## config.mk

```make
export PLATFORM = sky130hd
export DESIGN_NAME = mul_div_unit
export DESIGN_NICKNAME = d
export VERILOG_FILES = /design/src/rtl/mul_div_unit.sv
export SDC_FILE = /design/constraint.sdc
export NUM_CORES = 1
export LEC_CHECK = 0
export CORE_ASPECT_RATIO = 0.7
export CORE_UTILIZATION = 45
export DETAILED_ROUTE_END_ITERATION = 16
export PLACE_DENSITY = 0.68
export SLEW_MARGIN = 40
export SYNTH_ARGS = -nofsm -noshare
export SYNTH_HDL_FRONTEND = slang
export SYNTH_SLANG_ARGS = --single-unit
```

## constraint.sdc

```tcl
create_clock -name clk -period 3.3 [get_ports clk]
set_input_delay 0.33 -clock clk [delete_from_list [all_inputs] [get_ports clk]]
set_output_delay 0.33 -clock clk [all_outputs]
set_load 0.05 [all_outputs]
```

## src/rtl/mul_div_unit.sv

```systemverilog
// -----------------------------------------------------------------------------
// mul_div_unit
//
// Iterative multiply/divide unit for MIPS32 MULT, MULTU, DIV, DIVU, MTHI and
// MTLO. It owns the architectural HI/LO registers. Multiplies and divides take
// WIDTH iteration edges plus one sign-fix edge. MTHI/MTLO write in a single
// edge without raising busy.
//
// Ports:
//   clk      in   rising-edge clock
//   rst_n    in   synchronous active-low reset
//   start    in   operation request, sampled on the clk edge
//   md_op    in   3'b000 MULT, 001 MULTU, 010 DIV, 011 DIVU,
//                 100 MTHI, 101 MTLO, 110/111 no-op
//   a        in   rs operand (multiplicand / dividend / MT source)
//   b        in   rt operand (multiplier / divisor)
//   hi, lo   out  HI / LO registers
//   busy     out  iteration in progress; start is ignored while high
//   done     out  one-cycle pulse after HI/LO were updated
//   div_zero out  (only with MULDIV_DIV0_FLAG_EN) sticky divide-by-zero flag
//
// Optional feature macro: MULDIV_DIV0_FLAG_EN
//
// Handshake: a request is accepted on a rising edge where start=1 and the
// unit is idle (busy=0). A request while busy=1 is dropped, not queued. done
// is high for exactly one cycle after the edge that wrote HI/LO.
// -----------------------------------------------------------------------------
module mul_div_unit #(
    parameter int WIDTH = 32
) (
    input  logic             clk,
    input  logic             rst_n,
    input  logic             start,
    input  logic [2:0]       md_op,
    input  logic [WIDTH-1:0] a,
    input  logic [WIDTH-1:0] b,
    output logic [WIDTH-1:0] hi,
    output logic [WIDTH-1:0] lo,
    output logic             busy,
    output logic             done
`ifdef MULDIV_DIV0_FLAG_EN
    ,
    output logic             div_zero
`endif
);

    localparam int CW = (WIDTH > 1) ? $clog2(WIDTH) : 1;
    localparam logic [CW-1:0] LAST_ITER = CW'(WIDTH - 1);

    typedef enum logic [1:0] {
        IDLE = 2'd0,
        CALC = 2'd1,
        FIX  = 2'd2
    } state_t;

    state_t            state_q, state_d;
    logic [CW-1:0]     count_q, count_d;
    // Shared working register:
    //   multiply: {partial product high half, remaining multiplier bits}
    //   divide:   {partial remainder, dividend bits shifting into quotient}
    logic [2*WIDTH-1:0] p_q, p_d;
    logic [WIDTH-1:0]  opnd_q, opnd_d;   // |multiplicand| or |divisor|
    logic              is_div_q, is_div_d;
    logic              sa_q, sa_d;
    logic              neg_q, neg_d;     // sa ^ sb
    logic              bzero_q, bzero_d;
    logic [WIDTH-1:0]  hi_q, hi_d;
    logic [WIDTH-1:0]  lo_q, lo_d;
    logic              done_q, done_d;
`ifdef MULDIV_DIV0_FLAG_EN
    logic              div_zero_q, div_zero_d;
`endif

    // Operand conditioning for the accepting edge
    logic              op_signed;
    logic              sgn_a, sgn_b;
    logic [WIDTH-1:0]  abs_a, abs_b;

    // Iteration datapath
    logic [WIDTH:0]    mul_sum;
    logic [WIDTH:0]    div_shift;
    logic [WIDTH+1:0]  div_diff;
    logic [2*WIDTH-1:0] prod_neg;

    always_comb begin
        op_signed = ~md_op[0];
        sgn_a     = op_signed & a[WIDTH-1];
        sgn_b     = op_signed & b[WIDTH-1];
        abs_a     = sgn_a ? -a : a;
        abs_b     = sgn_b ? -b : b;
    end

    // -------------------------------------------------------------------------
    // State register
    // -------------------------------------------------------------------------
    always_ff @(posedge clk) begin
        if (!rst_n) begin
            state_q    <= IDLE;
            count_q    <= '0;
            p_q        <= '0;
            opnd_q     <= '0;
            is_div_q   <= 1'b0;
            sa_q       <= 1'b0;
            neg_q      <= 1'b0;
            bzero_q    <= 1'b0;
            hi_q       <= '0;
            lo_q       <= '0;
            done_q     <= 1'b0;
`ifdef MULDIV_DIV0_FLAG_EN
            div_zero_q <= 1'b0;
`endif
        end else begin
            state_q    <= state_d;
            count_q    <= count_d;
            p_q        <= p_d;
            opnd_q     <= opnd_d;
            is_div_q   <= is_div_d;
            sa_q       <= sa_d;
            neg_q      <= neg_d;
            bzero_q    <= bzero_d;
            hi_q       <= hi_d;
            lo_q       <= lo_d;
            done_q     <= done_d;
`ifdef MULDIV_DIV0_FLAG_EN
            div_zero_q <= div_zero_d;
`endif
        end
    end

    // -------------------------------------------------------------------------
    // Next-state and datapath
    // -------------------------------------------------------------------------
    always_comb begin
        state_d    = state_q;
        count_d    = count_q;
        p_d        = p_q;
        opnd_d     = opnd_q;
        is_div_d   = is_div_q;
        sa_d       = sa_q;
        neg_d      = neg_q;
        bzero_d    = bzero_q;
        hi_d       = hi_q;
        lo_d       = lo_q;
        done_d     = 1'b0;
`ifdef MULDIV_DIV0_FLAG_EN
        div_zero_d = div_zero_q;
`endif

        // Shift-add step: add multiplicand to the high half when the current
        // multiplier LSB is set, then shift the whole register right.
        mul_sum   = {1'b0, p_q[2*WIDTH-1:WIDTH]} + {1'b0, (p_q[0] ? opnd_q : '0)};
        // Restoring step: shift the next dividend bit into the remainder and
        // try subtracting the divisor. One extra bit keeps the borrow exact
        // even when the shifted remainder uses its top bit (divisor of zero).
        div_shift = {p_q[2*WIDTH-1:WIDTH], p_q[WIDTH-1]};
        div_diff  = {1'b0, div_shift} - {2'b00, opnd_q};
        prod_neg  = -p_q;

        case (state_q)
            IDLE: begin
                if (start) begin
                    case (md_op)
                        3'b000, 3'b001, 3'b010, 3'b011: begin
                            is_div_d = md_op[1];
                            sa_d     = sgn_a;
                            neg_d    = sgn_a ^ sgn_b;
                            bzero_d  = (b == '0);
                            count_d  = '0;
                            state_d  = CALC;
                            if (md_op[1]) begin
                                p_d    = {{WIDTH{1'b0}}, abs_a};
                                opnd_d = abs_b;
                            end else begin
                                p_d    = {{WIDTH{1'b0}}, abs_b};
                                opnd_d = abs_a;
                            end
                        end
                        3'b100: begin
                            hi_d   = a;
                            done_d = 1'b1;
                        end
                        3'b101: begin
                            lo_d   = a;
                            done_d = 1'b1;
                        end
                        default: ;
                    endcase
                end
            end

            CALC: begin
                if (is_div_q) begin
                    if (!div_diff[WIDTH+1]) begin
                        p_d = {div_diff[WIDTH-1:0], p_q[WIDTH-2:0], 1'b1};
                    end else begin
                        p_d = {div_shift[WIDTH-1:0], p_q[WIDTH-2:0], 1'b0};
                    end
                end else begin
                    p_d = {mul_sum, p_q[WIDTH-1:1]};
                end
                count_d = count_q + CW'(1);
                if (count_q == LAST_ITER) begin
                    state_d = FIX;
                end
            end

            FIX: begin
                done_d  = 1'b1;
                state_d = IDLE;
                if (is_div_q) begin
                    // Remainder takes the dividend's sign (truncating division).
                    // With a zero divisor the remainder equals |a|, so the same
                    // fix restores the original a; the quotient is forced.
                    hi_d = sa_q ? -p_q[2*WIDTH-1:WIDTH] : p_q[2*WIDTH-1:WIDTH];
                    if (bzero_q) begin
                        lo_d = '1;
                    end else begin
                        lo_d = neg_q ? -p_q[WIDTH-1:0] : p_q[WIDTH-1:0];
                    end
`ifdef MULDIV_DIV0_FLAG_EN
                    div_zero_d = bzero_q;
`endif
                end else begin
                    hi_d = neg_q ? prod_neg[2*WIDTH-1:WIDTH] : p_q[2*WIDTH-1:WIDTH];
                    lo_d = neg_q ? prod_neg[WIDTH-1:0]       : p_q[WIDTH-1:0];
                end
            end

            default: begin
                state_d = IDLE;
            end
        endcase
    end

    // -------------------------------------------------------------------------
    // Outputs
    // -------------------------------------------------------------------------
    always_comb begin
        busy = (state_q != IDLE);
        done = done_q;
        hi   = hi_q;
        lo   = lo_q;
`ifdef MULDIV_DIV0_FLAG_EN
        div_zero = div_zero_q;
`endif
    end

endmodule

```

# Yosys cells after proc, flatten, opt, wreduce, memory -nomap -nowiden
# Cells that the tools add are included.
word_totals:
  ff_bits: 172
  latch_bits: 0
  ram_bits: 0
  mem_bits_ro: 0
  in_bits: 70
  n_memories: 0
op_classes:
  addsub: 8
  n_mul: 0
  n_div: 0
  n_lt_le_gt_ge: 0
  n_eq_ne: 13
  shifts: 0
  mux: 33
  bitwise_logic: 4
  reduce_logical: 13
op_table:
  columns: ["op", "n"]
  rows:
  - ["$mux 32", 16]
  - ["$mux 64", 4]
  - ["$neg 32->32", 4]
  - ["$pmux 32 s2", 2]
  - ["$pmux 64 s2", 1]
  - ["$neg 64->64", 1]
  - ["$sub 33x32->34", 1]
  - ["$add 32x32->33", 1]
  - ["$logic_not 32->1", 1]
  - ["$reduce_and 3->1", 5]
  - ["$mux 5", 2]
  - ["$pmux 5 s2", 1]
  - ["$eq 3x2->1 const B", 2]
  - ["$eq 3x3->1 const B", 2]
  - ["$mux 2", 3]
  - ["$ne 2x1->1 const B", 3]
  - ["$reduce_bool 2->1", 3]
  - ["$add 5x1->5 const B", 1]
  - ["$eq 5x5->1 const B", 1]
  - ["$ne 2x2->1 const B", 2]
  - ["$pmux 2 s2", 1]
  - ["$reduce_or 4->1", 1]
  - ["$eq 3x1->1 const B", 1]
  - ["$logic_not 3->1", 1]
  - ["other kinds (9)", 11]

# Longest topological paths before layout
logic_depth:
  ltp_word: 7
  depth_mapped: 14
  depth_no_buf: 13

# Worst setup path before layout
# No wires, ideal clock.
synth_timing:
  path_kind: "reg2reg"
  from: "reg p_q[0]"
  to: "reg p_q[63]"
  setup_ns: 0.117
  arrival_ns: 3.154
  path_slack_ns: 0.029
  path_stages_with_launch: 14
  n_path_buf: 1
  path_cell_list: "dfxtp_1 > inv_1 > clkbuf_1 > nor2_1 > ha_1 > a21o_1 > a31o_2 > nor2b_1 > or3_1 > a21o_1 > a31oi_1 > o31ai_1 > a2111o_1 > a32o_1"
synth_between:
  elab_chain_cells: 4
synth_rtl:
  columns: ["item", "line_no", "source"]
  rows:
  - ["start, declared", "61", "logic [2*WIDTH-1:0] p_q, p_d;"]
  - ["start signal, assigned", "115", "p_q <= p_d;"]
  - ["$mux 32", "151", "mul_sum = {1'b0, p_q[2*WIDTH-1:WIDTH]} + {1'b0, (p_q[0] ? opnd_q : '0)};"]
  - ["$add 32x32->33", "151", null]
  - ["$mux 64", "192", "if (is_div_q) begin"]
  - ["$pmux 64 s2", "159", "case (state_q)"]
# No other way between the ends.
# A chain may end at the register's enable or synchronous reset.

# Final worst setup path
layout_timing:
  from: "reg p_q[15]"
  to: "reg hi_q[28] (netlist: hi[28])"
layout_between:
  elab_chain_cells: 4
layout_rtl:
  columns: ["item", "line_no", "source"]
  rows:
  - ["$neg 64->64", "157", "prod_neg = -p_q;"]
  - ["$mux 32", "224", "hi_d = neg_q ? prod_neg[2*WIDTH-1:WIDTH] : p_q[2*WIDTH-1:WIDTH];"]
  - ["$mux 32", "210", "if (is_div_q) begin"]
  - ["$pmux 32 s2", "159", null]
  - ["end signal, assigned", "121", "hi_q <= hi_d;"]
  - ["end, declared", "67", "logic [WIDTH-1:0] hi_q, hi_d;"]
# No other way between the ends.

==> impl_metrics.yaml <==
status:
  status: "complete, no violations"
power:
  p_leak_nw: 7.44
  pwr-share-comb_pct: 32.9
  p_sw_share_pct: 36.0
  p_int_w: 0.00418
  p_sw_w: 0.00235
  peakVddDrop_uv: 355
  design_power_total_w: 0.00653
  power_density_nw_per_um2: 356
  power_frac_clock_pct: 32.6
  seq_power_share_pct: 34.5
placement:
  place.gp.congestion: 1.02
  post_dp_cell_area_sq_um: 17500
  dp_hpwl_mm: 47.1
  io_buffers: 135
synth:
  async_flop_share_pct: 0
  yosys_register_bits: 172
  synth_cell_types: 70
  synth-simple-area-share_pct: 20.2
  yosys_most_used_dff: "dfxtp_1"
  synthXorXnorAreaFrac_pct: 10.1
  yosysWarnings: 0
  syn_nets: 2066
  synth_top_family_by_area: "compound AO/OA/AOI/OAI gates"
  ys_seq_area_share_pct: 24.2
  synthMuxAreaShare_pct: 6.49
  avgSynthCellArea_sq_um: 7.40
  synthAdderAreaFrac_pct: 6.43
  synth.cell_area_sq_um: 14200
  synth_compound_area_share_pct: 27.3
  synth_edf_count: 0
  synthCells: 1924
setup_path:
  crit_chain: "or4_4 > or3_4 > or4_4 > o31a_2 > o41ai_2 > xnor2_1 > nor2_1 > o31ai_1"
  worstSetupStartpointType: "register"
  r2r_cells: 8
  critical_path.top_delay_family: "simple AND/OR/NAND/NOR gates"
  r2r-end: "hi[28]"
  max_stage_delay_ps: 590
  cp.required_ps: 3670
  path_buf_inv: 0
  crit_fanout: 10
  r2r-start: "p_q[15]"
  cp.arrival_ps: 3640
  regToRegSetupSlack_ps: 40
  cpMostUsedCell: "or4_4"
  worst-path-stages: 8
  critPathCaptureType: "register"
  critPathSlowestCell: "or4_4"
  critPathKind: "reg -> reg"
global_routing:
  gr-total-overflow: 0
  grt_start_max_net_pins: 79
  gr-usage-all-layers_pct: 36.3
  grt_pass1_vias: 14400
  antenna_found_initial: 1
  grt_pass1_wl_mm: 89.3
timing:
  skew_ps: 14.4
  period_minus_slack_ps: 3260
  setup_viol: 0
  finalCritPeriodShare_pct: 98.9
  final-hold-violation-count: 0
  max_slew_margin_pct: 45.1
  grt_setup_unrepaired: "yes"
  setup_tns_ps: 0
  max_freq_mhz: 306
  worstMarginPinSlew_ps: 823
  drv_slew: 0
drt:
  first_pass_iters: 9
  drt.antenna.violating_nets: 0
  routed_wl_mm: 60.0
  drt-initial-drc-count: 2427
  drcViolationCount: 0
  dr_total_vias: 16300
  drt-wirelength-per-cell_um: 22.8
  via_per_inst: 6.18
run:
  max-cap-violations: 0
die:
  io_pins: 136
  fp.dieW_um: 215
  initial_core_util_pct: 45.7
  dieArea_sq_um: 32400
  row_count: 54
  core_area_sq_um: 31100
  die_h_um: 151
cts:
  cts_tree: "done"
  cts_root_buffer: "clkbuf_16"
  cts-htree-levels: 4
  clock_latency_ps: 460
  cts_buffers: 17
  cts.path.max_buffers: 2
  cts.sinks: 172
  cts_hold_buf: 0
  path_clk_slew_ps: 70
worst_hold_path:
  hold_path_depth: 5
  hold_start: "md_op[1]"
  worst_hold_path_type: "in -> reg"
  holdPathEnd: "done"
finish:
  area_growth_pct: 28.8
  nets: 2341
  diodes: 0
  final_area_sq_um: 18300
  drive_gt1_share_pct: 15.4
  fill_cells: 2885
==> layout by cell type, fill, tap and decap left out, types with 8 or more instances in the layout <==
master,count
a211oi_1,34
a21o_1,34
a21oi_1,168
a22oi_1,21
a311o_1,8
a311oi_1,15
a31oi_1,13
and2_1,8
and3_1,14
buf_4,239
clkbuf_16,18
clkdlybuf4s50_1,134
dfxtp_1,168
ha_1,70
inv_1,66
mux2i_1,89
nand2_1,201
nand2b_1,19
nand3_1,26
nand3b_1,8
nand4_1,12
nor2_1,206
nor2b_1,11
nor3_1,42
nor4_1,15
o211ai_1,20
o21a_1,9
o21ai_0,127
o221ai_1,42
o22ai_1,14
o31ai_1,25
o41ai_1,10
or2_2,11
or3_1,19
or4_1,8
xnor2_1,99
xor2_1,64
==> cells in the mapped netlist, types with 9 or more instances <==
master | instances | share of area (%)
a211oi_1 | 36 | 1.9
a21o_1 | 35 | 1.8
a21oi_1 | 172 | 6.0
a22oi_1 | 21 | 1.1
a311oi_1 | 15 | 0.92
a31oi_1 | 15 | 0.66
and3_1 | 14 | 0.62
buf_1 | 13 | 0.34
clkbuf_1 | 107 | 2.8
dfxtp_1 | 172 | 24
ha_1 | 70 | 6.2
inv_1 | 67 | 1.8
mux2i_1 | 89 | 6.3
nand2_1 | 205 | 5.4
nand2b_1 | 20 | 0.88
nand3_1 | 26 | 0.91
nand4_1 | 12 | 0.53
nor2_1 | 210 | 5.5
nor2b_1 | 12 | 0.53
nor3_1 | 42 | 1.5
nor4_1 | 15 | 0.66
o211ai_1 | 20 | 1.1
o21a_1 | 10 | 0.53
o21ai_0 | 130 | 4.6
o221ai_1 | 43 | 2.6
o22ai_1 | 14 | 0.62
o31ai_1 | 26 | 1.4
o41ai_1 | 10 | 0.62
or2_2 | 11 | 0.48
or3_1 | 19 | 0.83
or4_1 | 9 | 0.47
xnor2_1 | 99 | 6.1
xor2_1 | 65 | 4.0
==> layer usage <==
layer	vias to the layer above	track usage [%]	share of wire (%)
li1	7544	-	-
met5	-	0	0.030
met2	971	47.4	38
met4	2	7.75	1.5
met3	70	13.2	14
met1	7668	55.1	47
==> registers in the layout (all words and copies together), names as in the netlist <==
signal and cells:
neg_q 1, bzero_q 1, hi 32, opnd_q 32, is_div_q 1, count_q 5
done 1, sa_q 1, state_q 2, p_q 64, lo 32
==> kinds of logic (layout without fill, tap and decap cells) <==
group	Yosys count	count (layout)
AND/OR/NAND/NOR	627	627
buffers and inverters	195	483
flip-flops	172	172
multiplexers	92	92
XOR/XNOR	164	164
AO/OA/AOI/OAI	602	602
adder cells (fa/ha/maj)	72	72
==> area by class of cell <==
cell class	instances	area (sq um)	area share, %
multi-input cells	1557	10200	55.6
flip-flops and latches	172	3450	18.8
repair buffers	383	3310	18.0
well taps	420	526	2.87
clock buffers	18	429	2.34
inverters	68	262	1.43
clock inverters	14	160	0.874
==> tightest hold or removal path, stage by stage <==
cell    delay (ps)
buf_2           90
inv_1           80
and3_1         190
nor2_1         100
nor3_1          50
==> what timing repair did <==
action / CTS / global route
pin swaps: 0 / 12
gates resized for setup: 7 / 32
setup buffers: 1 / 5
setup endpoints to repair: 7 / 46
cloned: 0 / 1
==> through the flow <==
stage               setup slack, ps  std cells  util, %  hold slack, ps
finish                         37.1       2632     58.9             427
global route                  -18.8       2632     58.9             444
CTS                            14.2       2626     58.3             414
detailed placement             -167       2593     56.2             446
global placement               -314       2593     56.2             442
floorplan                      29.1       1924        -             432
==> how the worst max path moves through the flow <==
stage	from	endpoint	slack (ps)
CTS	opnd_q[21]	p_q[62]	10
floorplan	p_q[0]	p_q[63]	30
finish	p_q[15]	hi[28]	40
detailed placement	opnd_q[22]	p_q[62]	-170
global route	p_q[0]	p_q[63]	-20
global placement	opnd_q[21]	p_q[62]	-310
==> power by group through the flow <==
stage / Clock [W] / Sequential (W) / Combinational, W
after floorplan: 0 / 0.00234 / 0.00110
after global placement: 0 / 0.00229 / 0.00202
after detailed placement: 0 / 0.00229 / 0.00202
after CTS: 0.00213 / 0.00225 / 0.00204
after global routing: 0.00221 / 0.00226 / 0.00228
final: 0.00213 / 0.00225 / 0.00215
No activity file was read; power rests on OpenSTA's default activity.
